--- config.mk ---
export PLATFORM = sky130hd
export DESIGN_NAME = mem_bus_arbiter
export DESIGN_NICKNAME = d
export VERILOG_FILES = /design/src/rtl/mem_bus_arbiter.sv
export SDC_FILE = /design/constraint.sdc
export NUM_CORES = 1
export LEC_CHECK = 0
export CORE_AREA = 2 2 199 201
export CTS_BUF_LIST = sky130_fd_sc_hd__clkbuf_8 sky130_fd_sc_hd__clkbuf_16
export DETAILED_ROUTE_END_ITERATION = 10
export DIE_AREA = 0 0 201 203
export SLEW_MARGIN = 20
export SYNTH_ARGS = -nofsm -noshare
export SYNTH_HDL_FRONTEND = slang
export SYNTH_SLANG_ARGS = --single-unit
--- constraint.sdc ---
create_clock -name clk -period 2 [get_ports clk]
set_input_delay 0.3 -clock clk [delete_from_list [all_inputs] [get_ports clk]]
set_output_delay 0.3 -clock clk [all_outputs]
set_load 0.005 [all_outputs]
--- src/rtl/mem_bus_arbiter.sv ---
// Two-source (I/D) line-bus arbiter onto one memory channel with per-source credits.
// Requests: 1-cycle registered, stalls both sources while the output is held; responses: 0-cycle routed by tag, no buffering.
package Mem;
    typedef logic [31:0] lineaddr_t;
    typedef logic [63:0] line_t;
endpackage

module mem_bus_arbiter #(
    parameter int MAX_OUTSTANDING = 4,
    parameter int ID_W            = 2
) (
    input  logic                clk,
    input  logic                rst,
    input  logic                i_req_valid,
    output logic                i_req_ready,
    input  logic                i_req_we,
    input  logic [ID_W-1:0]     i_req_id,
    input  Mem::lineaddr_t      i_req_addr,
    input  Mem::line_t          i_req_data,
    output logic                i_resp_valid,
    input  logic                i_resp_ready,
    output logic [ID_W-1:0]     i_resp_id,
    output Mem::line_t          i_resp_data,
    input  logic                d_req_valid,
    output logic                d_req_ready,
    input  logic                d_req_we,
    input  logic [ID_W-1:0]     d_req_id,
    input  Mem::lineaddr_t      d_req_addr,
    input  Mem::line_t          d_req_data,
    output logic                d_resp_valid,
    input  logic                d_resp_ready,
    output logic [ID_W-1:0]     d_resp_id,
    output Mem::line_t          d_resp_data,
    output logic                m_req_valid,
    input  logic                m_req_ready,
    output logic                m_req_we,
    output logic [ID_W:0]       m_req_id,
    output Mem::lineaddr_t      m_req_addr,
    output Mem::line_t          m_req_data,
    input  logic                m_resp_valid,
    output logic                m_resp_ready,
    input  logic [ID_W:0]       m_resp_id,
    input  Mem::line_t          m_resp_data
);
    localparam int   CNT_W = $clog2(MAX_OUTSTANDING + 1);
    localparam logic SRC_I = 1'b0;
    localparam logic SRC_D = 1'b1;

    logic [CNT_W-1:0] cnt_i, cnt_d;
    logic             out_valid;
    logic             last;
    logic             credit_i, credit_d, want_i, want_d, grant_i, grant_d;
    logic             can_load, req_hs_i, req_hs_d;
    logic             resp_src, resp_hs_i, resp_hs_d;

    assign credit_i = cnt_i < CNT_W'(MAX_OUTSTANDING);
    assign credit_d = cnt_d < CNT_W'(MAX_OUTSTANDING);
    assign want_i   = i_req_valid & credit_i;
    assign want_d   = d_req_valid & credit_d;
    assign grant_i  = want_i & (~want_d | (last == SRC_D));
    assign grant_d  = want_d & (~want_i | (last == SRC_I));
    assign can_load = ~out_valid | m_req_ready;

    // Gated by rst so nothing is accepted while reset holds the credit state cleared.
    assign i_req_ready = rst & can_load & credit_i & grant_i;
    assign d_req_ready = rst & can_load & credit_d & grant_d;
    assign req_hs_i    = i_req_valid & i_req_ready;
    assign req_hs_d    = d_req_valid & d_req_ready;

    assign m_req_valid = out_valid;

    always_ff @(posedge clk or negedge rst) begin
        if (!rst) begin
            out_valid  <= 1'b0;
            m_req_we   <= 1'b0;
            m_req_id   <= '0;
            m_req_addr <= '0;
            m_req_data <= '0;
            last       <= SRC_D;
        end else if (req_hs_i) begin
            out_valid  <= 1'b1;
            m_req_we   <= i_req_we;
            m_req_id   <= {SRC_I, i_req_id};
            m_req_addr <= i_req_addr;
            m_req_data <= i_req_data;
            last       <= SRC_I;
        end else if (req_hs_d) begin
            out_valid  <= 1'b1;
            m_req_we   <= d_req_we;
            m_req_id   <= {SRC_D, d_req_id};
            m_req_addr <= d_req_addr;
            m_req_data <= d_req_data;
            last       <= SRC_D;
        end else if (m_req_ready) begin
            out_valid  <= 1'b0;
        end
    end

    assign resp_src     = m_resp_id[ID_W];
    assign i_resp_valid = m_resp_valid & (resp_src == SRC_I);
    assign d_resp_valid = m_resp_valid & (resp_src == SRC_D);
    assign i_resp_id    = m_resp_id[ID_W-1:0];
    assign d_resp_id    = m_resp_id[ID_W-1:0];
    assign i_resp_data  = m_resp_data;
    assign d_resp_data  = m_resp_data;
    assign m_resp_ready = (resp_src == SRC_D) ? d_resp_ready : i_resp_ready;
    assign resp_hs_i    = i_resp_valid & i_resp_ready;
    assign resp_hs_d    = d_resp_valid & d_resp_ready;

    // A response to a source with nothing outstanding is forwarded but cannot underflow the count.
    always_ff @(posedge clk or negedge rst) begin
        if (!rst) begin
            cnt_i <= '0;
            cnt_d <= '0;
        end else begin
            if (req_hs_i && !resp_hs_i)
                cnt_i <= cnt_i + CNT_W'(1);
            else if (!req_hs_i && resp_hs_i && cnt_i != '0)
                cnt_i <= cnt_i - CNT_W'(1);
            if (req_hs_d && !resp_hs_d)
                cnt_d <= cnt_d + CNT_W'(1);
            else if (!req_hs_d && resp_hs_d && cnt_d != '0)
                cnt_d <= cnt_d - CNT_W'(1);
        end
    end

    a_resp_i_no_outstanding: assert property (@(posedge clk) disable iff (!rst) resp_hs_i |-> cnt_i != '0);
    a_resp_d_no_outstanding: assert property (@(posedge clk) disable iff (!rst) resp_hs_d |-> cnt_d != '0);
    a_cnt_i_overflow: assert property (@(posedge clk) disable iff (!rst)
        (req_hs_i && !resp_hs_i) |-> cnt_i != CNT_W'(MAX_OUTSTANDING));
    a_cnt_d_overflow: assert property (@(posedge clk) disable iff (!rst)
        (req_hs_d && !resp_hs_d) |-> cnt_d != CNT_W'(MAX_OUTSTANDING));
endmodule

; Word level (Yosys, flattened, before mapping)
; Cells that the tools add are included.
; W data, S select, Z words.
[op_classes]
n_mux = 18
n_lt_le_gt_ge = 2
n_eq_ne = 0
shifts = 0
n_bitwise = 23
add_sub_neg = 4
multipliers = 0
div_mod_pow = 0
n_reduce_logical = 16
[ops]
columns = operator, n
row1 = $mux W64, 2
row2 = $mux W32, 2
row3 = $mux W3, 6
row4 = $and A1 B1 Y1, 15
row5 = $reduce_bool A3 Y1, 3
row6 = $mux W1, 8
row7 = $add A3 B1 Y3 const B, 2
row8 = $logic_and A1 B1 Y1, 6
row9 = $lt A3 B3 Y1 const B, 2
row10 = $reduce_bool A2 Y1, 3
row11 = $sub A3 B1 Y3 const B, 2
row12 = $not A1 Y1, 5
row13 = $logic_not A1 Y1, 4
row14 = $or A1 B1 Y1, 3
[word_totals]
mem_count = 0
register_bits = 108
elab_cells = 71
latchBits = 0
output_inout_bits = 238
mem_bits_rw = 0
rom_bits = 0

; Depth between registers and ports, before layout
[logic_depth]
ltp_word = 12
ltp_mapped = 9
depth_no_buf = 8

; Worst setup path after synthesis
; Ideal clock, no wire load.
[synth_path]
path_kind = reg2reg
startpoint = register cnt_i[2]
endpoint = register cnt_i[2]
synth_period_minus_slack_ns = 2.103
required_ns = 1.868
setup_time_ns = 0.132
arrival_time_ns = 1.971
stages_incl_launch_ff = 10
path_slack_ns = -0.103
path_buffers = 1
cell_sequence = dfrtp_1 > nor2b_4 > o2111ai_4 > inv_2 > buf_2 > nand2_1 > fa_1 > nor2_1 > mux2i_1 > o32ai_1
[synth_between]
elab_chain_len = 9
word_cells_on_any_way = 16
cone_classes = 2 x add/sub / 1 x order compare / 2 x mux / 5 x bitwise / 6 x reduce/logical
[synth_rtl]
columns = item, line
row1 = from (decl), 49  ; logic [CNT_W-1:0] cnt_i, cnt_d;
row2 = from (signal assigned), 117  ; cnt_i <= cnt_i + CNT_W'(1);
row3 = from (signal assigned), 119  ; cnt_i <= cnt_i - CNT_W'(1);
row4 = $lt A3 B3 Y1 *, 56  ; assign credit_i = cnt_i < CNT_W'(MAX_OUTSTANDING);
row5 = $and A1 B1 Y1, 58  ; assign want_i = i_req_valid & credit_i;
row6 = $and A1 B1 Y1, 60  ; assign grant_i = want_i & (~want_d | (last == SRC_D));
row7 = $and A1 B1 Y1 *, 65  ; assign i_req_ready = rst & can_load & credit_i & grant_i;
row8 = net i_req_ready, 15  ; output logic i_req_ready,
row9 = $and A1 B1 Y1 *, 67  ; assign req_hs_i = i_req_valid & i_req_ready;
row10 = $logic_not A1 Y1, 118  ; else if (!req_hs_i && resp_hs_i && cnt_i != '0)
row11 = $logic_and A1 B1 Y1 (2 in a row), 118
row12 = $reduce_bool A2 Y1 (no source line), -
; Mark *: on every way through the listed nets, which the timed path passes. The rest lies on a longest branch. The select of a mux whose other input is x is not followed.
; A chain may end at the register's enable or synchronous reset.

; Worst setup path in the final report
[layout_path]
startpoint = input port rst
endpoint = register cnt_i[2]
[layout_between]
elab_chain_len = 8
word_cells_on_any_way = 10
cone_classes = 1 x mux / 4 x bitwise / 5 x reduce/logical
[layout_rtl]
columns = item, line
row1 = from (decl), 13  ; input logic rst,
row2 = $and A1 B1 Y1 * (3 in a row), 65
row3 = $and A1 B1 Y1 *, 67
row4 = $logic_not A1 Y1, 118
row5 = $logic_and A1 B1 Y1 (2 in a row), 118
row6 = $reduce_bool A2 Y1 (no source line), -
; Every way passes the cells marked *; elsewhere a longest branch is shown, timed or not.

==> results.tsv <==
stage	metric	value	unit
status	status	finished, final reports clean	
synthesis	synth_ff_type	dfrtp_1	
worst_setup_path	worstPathRequired	2240	ps
worst_setup_path	worst_ep_arrival_time	2230	ps
floorplan	die_h	203	um
synthesis	syn-instance-count	536	
power_and_ir_drop	ir_worst_vdd	0.000366	V
synthesis	netlist.area_leader.share	0.448	
cts	clock_tree.root_cell	clkbuf_16	
grt	grt_pass1_vias	5301	
cells_and_area	syn_to_final_growth	53.3	%
cells_and_area	ff_latch_area	2710	sq um
floorplan	coreArea	38500	sq um
synthesis	synth_edf_count	0	
timing	tns	0	ps
timing	fin_crit	1990	ps
timing	tightest_slew	774	ps
power_and_ir_drop	power.leakage	3.90	nW
route	vias	5077	
synthesis	synthTopCellsByArea	dfrtp_1, a221o_1, buf_4	
worst_setup_path	worstPathMaxFanout	8	
route	drtPass1Iterations	4	
synthesis	synth_area_leader_cell	dfrtp_1	
cts	clock_latency	380	ps
route	routed_wl	21.1	mm
route	viasPerCell	4.11	
floorplan	die_area	40800	sq um
cts	numCtsBuffers	9	
cells_and_area	fillers	4131	
cells_and_area	mostFrequentLayoutCell	clkdlybuf4s50_1	
timing	relSlewSlack	0.484	
cells_and_area	final_cell_area	9160	sq um
route	antenna_left	0	
synthesis	synth_area	5970	sq um
timing	setup_viol	0	
synthesis	ys_warn_count	0	
timing	slew_viol_final	0	
grt	antenna_found_initial	2	
synthesis	ys_ff_latch	108	
synthesis	yosysUniqueCellTypes	37	
cells_and_area	drive_above_1_share	0.0752	
grt	grt_start_max_net_pins	59	
route	route.detailed.wl_per_inst	17.1	um
place	place_area	8780	sq um
cells_and_area	mostFrequentLayoutCells	clkdlybuf4s50_1, dfrtp_1, and3_1, a221o_1, buf_4	
floorplan	die_x	201	um
cts	h-tree-depth	3	
power_and_ir_drop	power.total	11.3	mW
worst_setup_path	crit_type	input port to flop	
timing	min_period_over_period	0.997	
route	first_iter_violations	313	
route	drcViolationCount	0	
grt	grt_pass1_wl	31.4	mm
floorplan	core.rowCount	72	
cts	clockBufferDepth	2	
worst_setup_path	cp-start-kind	input port	
cts	cts.reportedPaths.clkPinSlew	70	ps
synthesis	syn_nets	811	
timing	hold_violations	0	
grt	overflow	0	
cells_and_area	nets	988	
timing	fin_ws	6.17	ps
timing	timing.fmax	502	MHz
cts	cts_tree	yes	
floorplan	design.portCount	511	
timing	timing.hold.ws	327	ps
grt	grt_usage	0.100	
synthesis	synth_area_per_cell	11.1	sq um
place	post-place-ws	-294	ps
synthesis	async_flop_share	1.00	
floorplan	start_util	0.155	
place	numPortBuffers	312	
cells_and_area	diodes	0	
power_and_ir_drop	p_per_area	1240	nW/um^2
timing	fin_skew	14.8	ps
place	place_congestion	0.792	
cells_and_area	multiInputGateArea	2010	sq um
cts	cts.sinks	108	
worst_setup_path	crit_path_end_kind	flop	
synthesis	ys_seq_area_frac	0.453	
place	dp_hpwl	15.6	mm
run	drv_cap	0	
hold_path	min_path_type	input port to asynchronous set/reset pin	
-- layer usage --
layer,vias to the layer above,wire (um),GRT usage
li1,2250,-,-
met1,2478,8190,0.110
met2,302,10300,0.164
met3,47,1940,0.0443
met4,0,657,0.0492
met5,-,0,0
-- worst paths after layout --
check                            startpoint            end  slack (ps)  cells after the start
worst min register to register  m_req_id[2]    m_req_id[2]         490                      2
max in group asynchronous               rst  m_req_addr[6]         710                      3
worst max register to register     cnt_i[2]       cnt_i[2]         100                      8
worst max-delay path                    rst       cnt_i[2]           6                      9
min in group clk                m_req_id[2]    m_req_id[2]         490                      2
worst min-delay path                    rst    m_req_valid         330                      2
-- what timing repair did --
| action | CTS | global route |
|---|---|---|
| setup endpoints to repair | 4 | 2 |
| resized for setup | 4 | 2 |
| hold endpoints to repair | 2 | 0 |
| setup buffers | 2 | 1 |
| pin swaps | 0 | 1 |
| hold buffers | 1 | 0 |
-- area by class of cell --
cell class	instances	share of cell area
Clock inverter	6	0.0122
Multi-Input combinational cell	250	0.220
Timing Repair Buffer	341	0.375
Tap cell	518	0.0708
Inverter	3	0.00150
Sequential cell	108	0.295
Clock buffer	10	0.0261
-- Yosys cell counts, types with 3 or more instances --
library cell	count
a221o_1	99
mux2i_1	4
buf_2	9
o211ai_1	3
nor2_1	5
clkbuf_1	19
buf_6	11
nand2_1	7
dfrtp_1	107
nand3_1	4
and3_1	100
buf_4	132
buf_1	4
-- registers in the layout (all words and copies together) (netlist names) --
register     count
m_req_valid      1
cnt_i            3
last             1
cnt_d            3
m_req_addr      32
m_req_we         1
m_req_data      64
m_req_id         3
-- cells by family after synthesis --
| logic type | share of synthesized area |
|---|---|
| xor gates and xnor gates | 0.00293 |
| adders and majority gates | 0.00670 |
| muxes | 0.00859 |
| buffers and inverters | 0.211 |
| and+or+nand+nor | 0.129 |
| DFF | 0.453 |
| AOI/OAI and AO/OA | 0.190 |
-- power by group --
| group | internal (mW) | switching [mW] |
|---|---|---|
| combinational | 3.39 | 1.79 |
| clock | 1.26 | 0.880 |
| sequential | 3.30 | 0.715 |
| total | 7.94 | 3.39 |
-- worst max-delay path, cell delays in order --
cell and delay, ps:
dlygate4sd3_1 570, buf_6 160, o2111ai_4 160, inv_4 80, nand2_1 80, fa_1 400, nor2_1 150, mux2i_1 220
o32ai_1 110
-- stage by stage --
step | std cells | util
after floorplan | 536 | -
final | 1236 | 0.238
after CTS | 1236 | 0.238
after global placement | 1217 | 0.228
after detailed placement | 1217 | 0.228
after global routing | 1236 | 0.238
No activity file was read; power rests on OpenSTA's default activity.
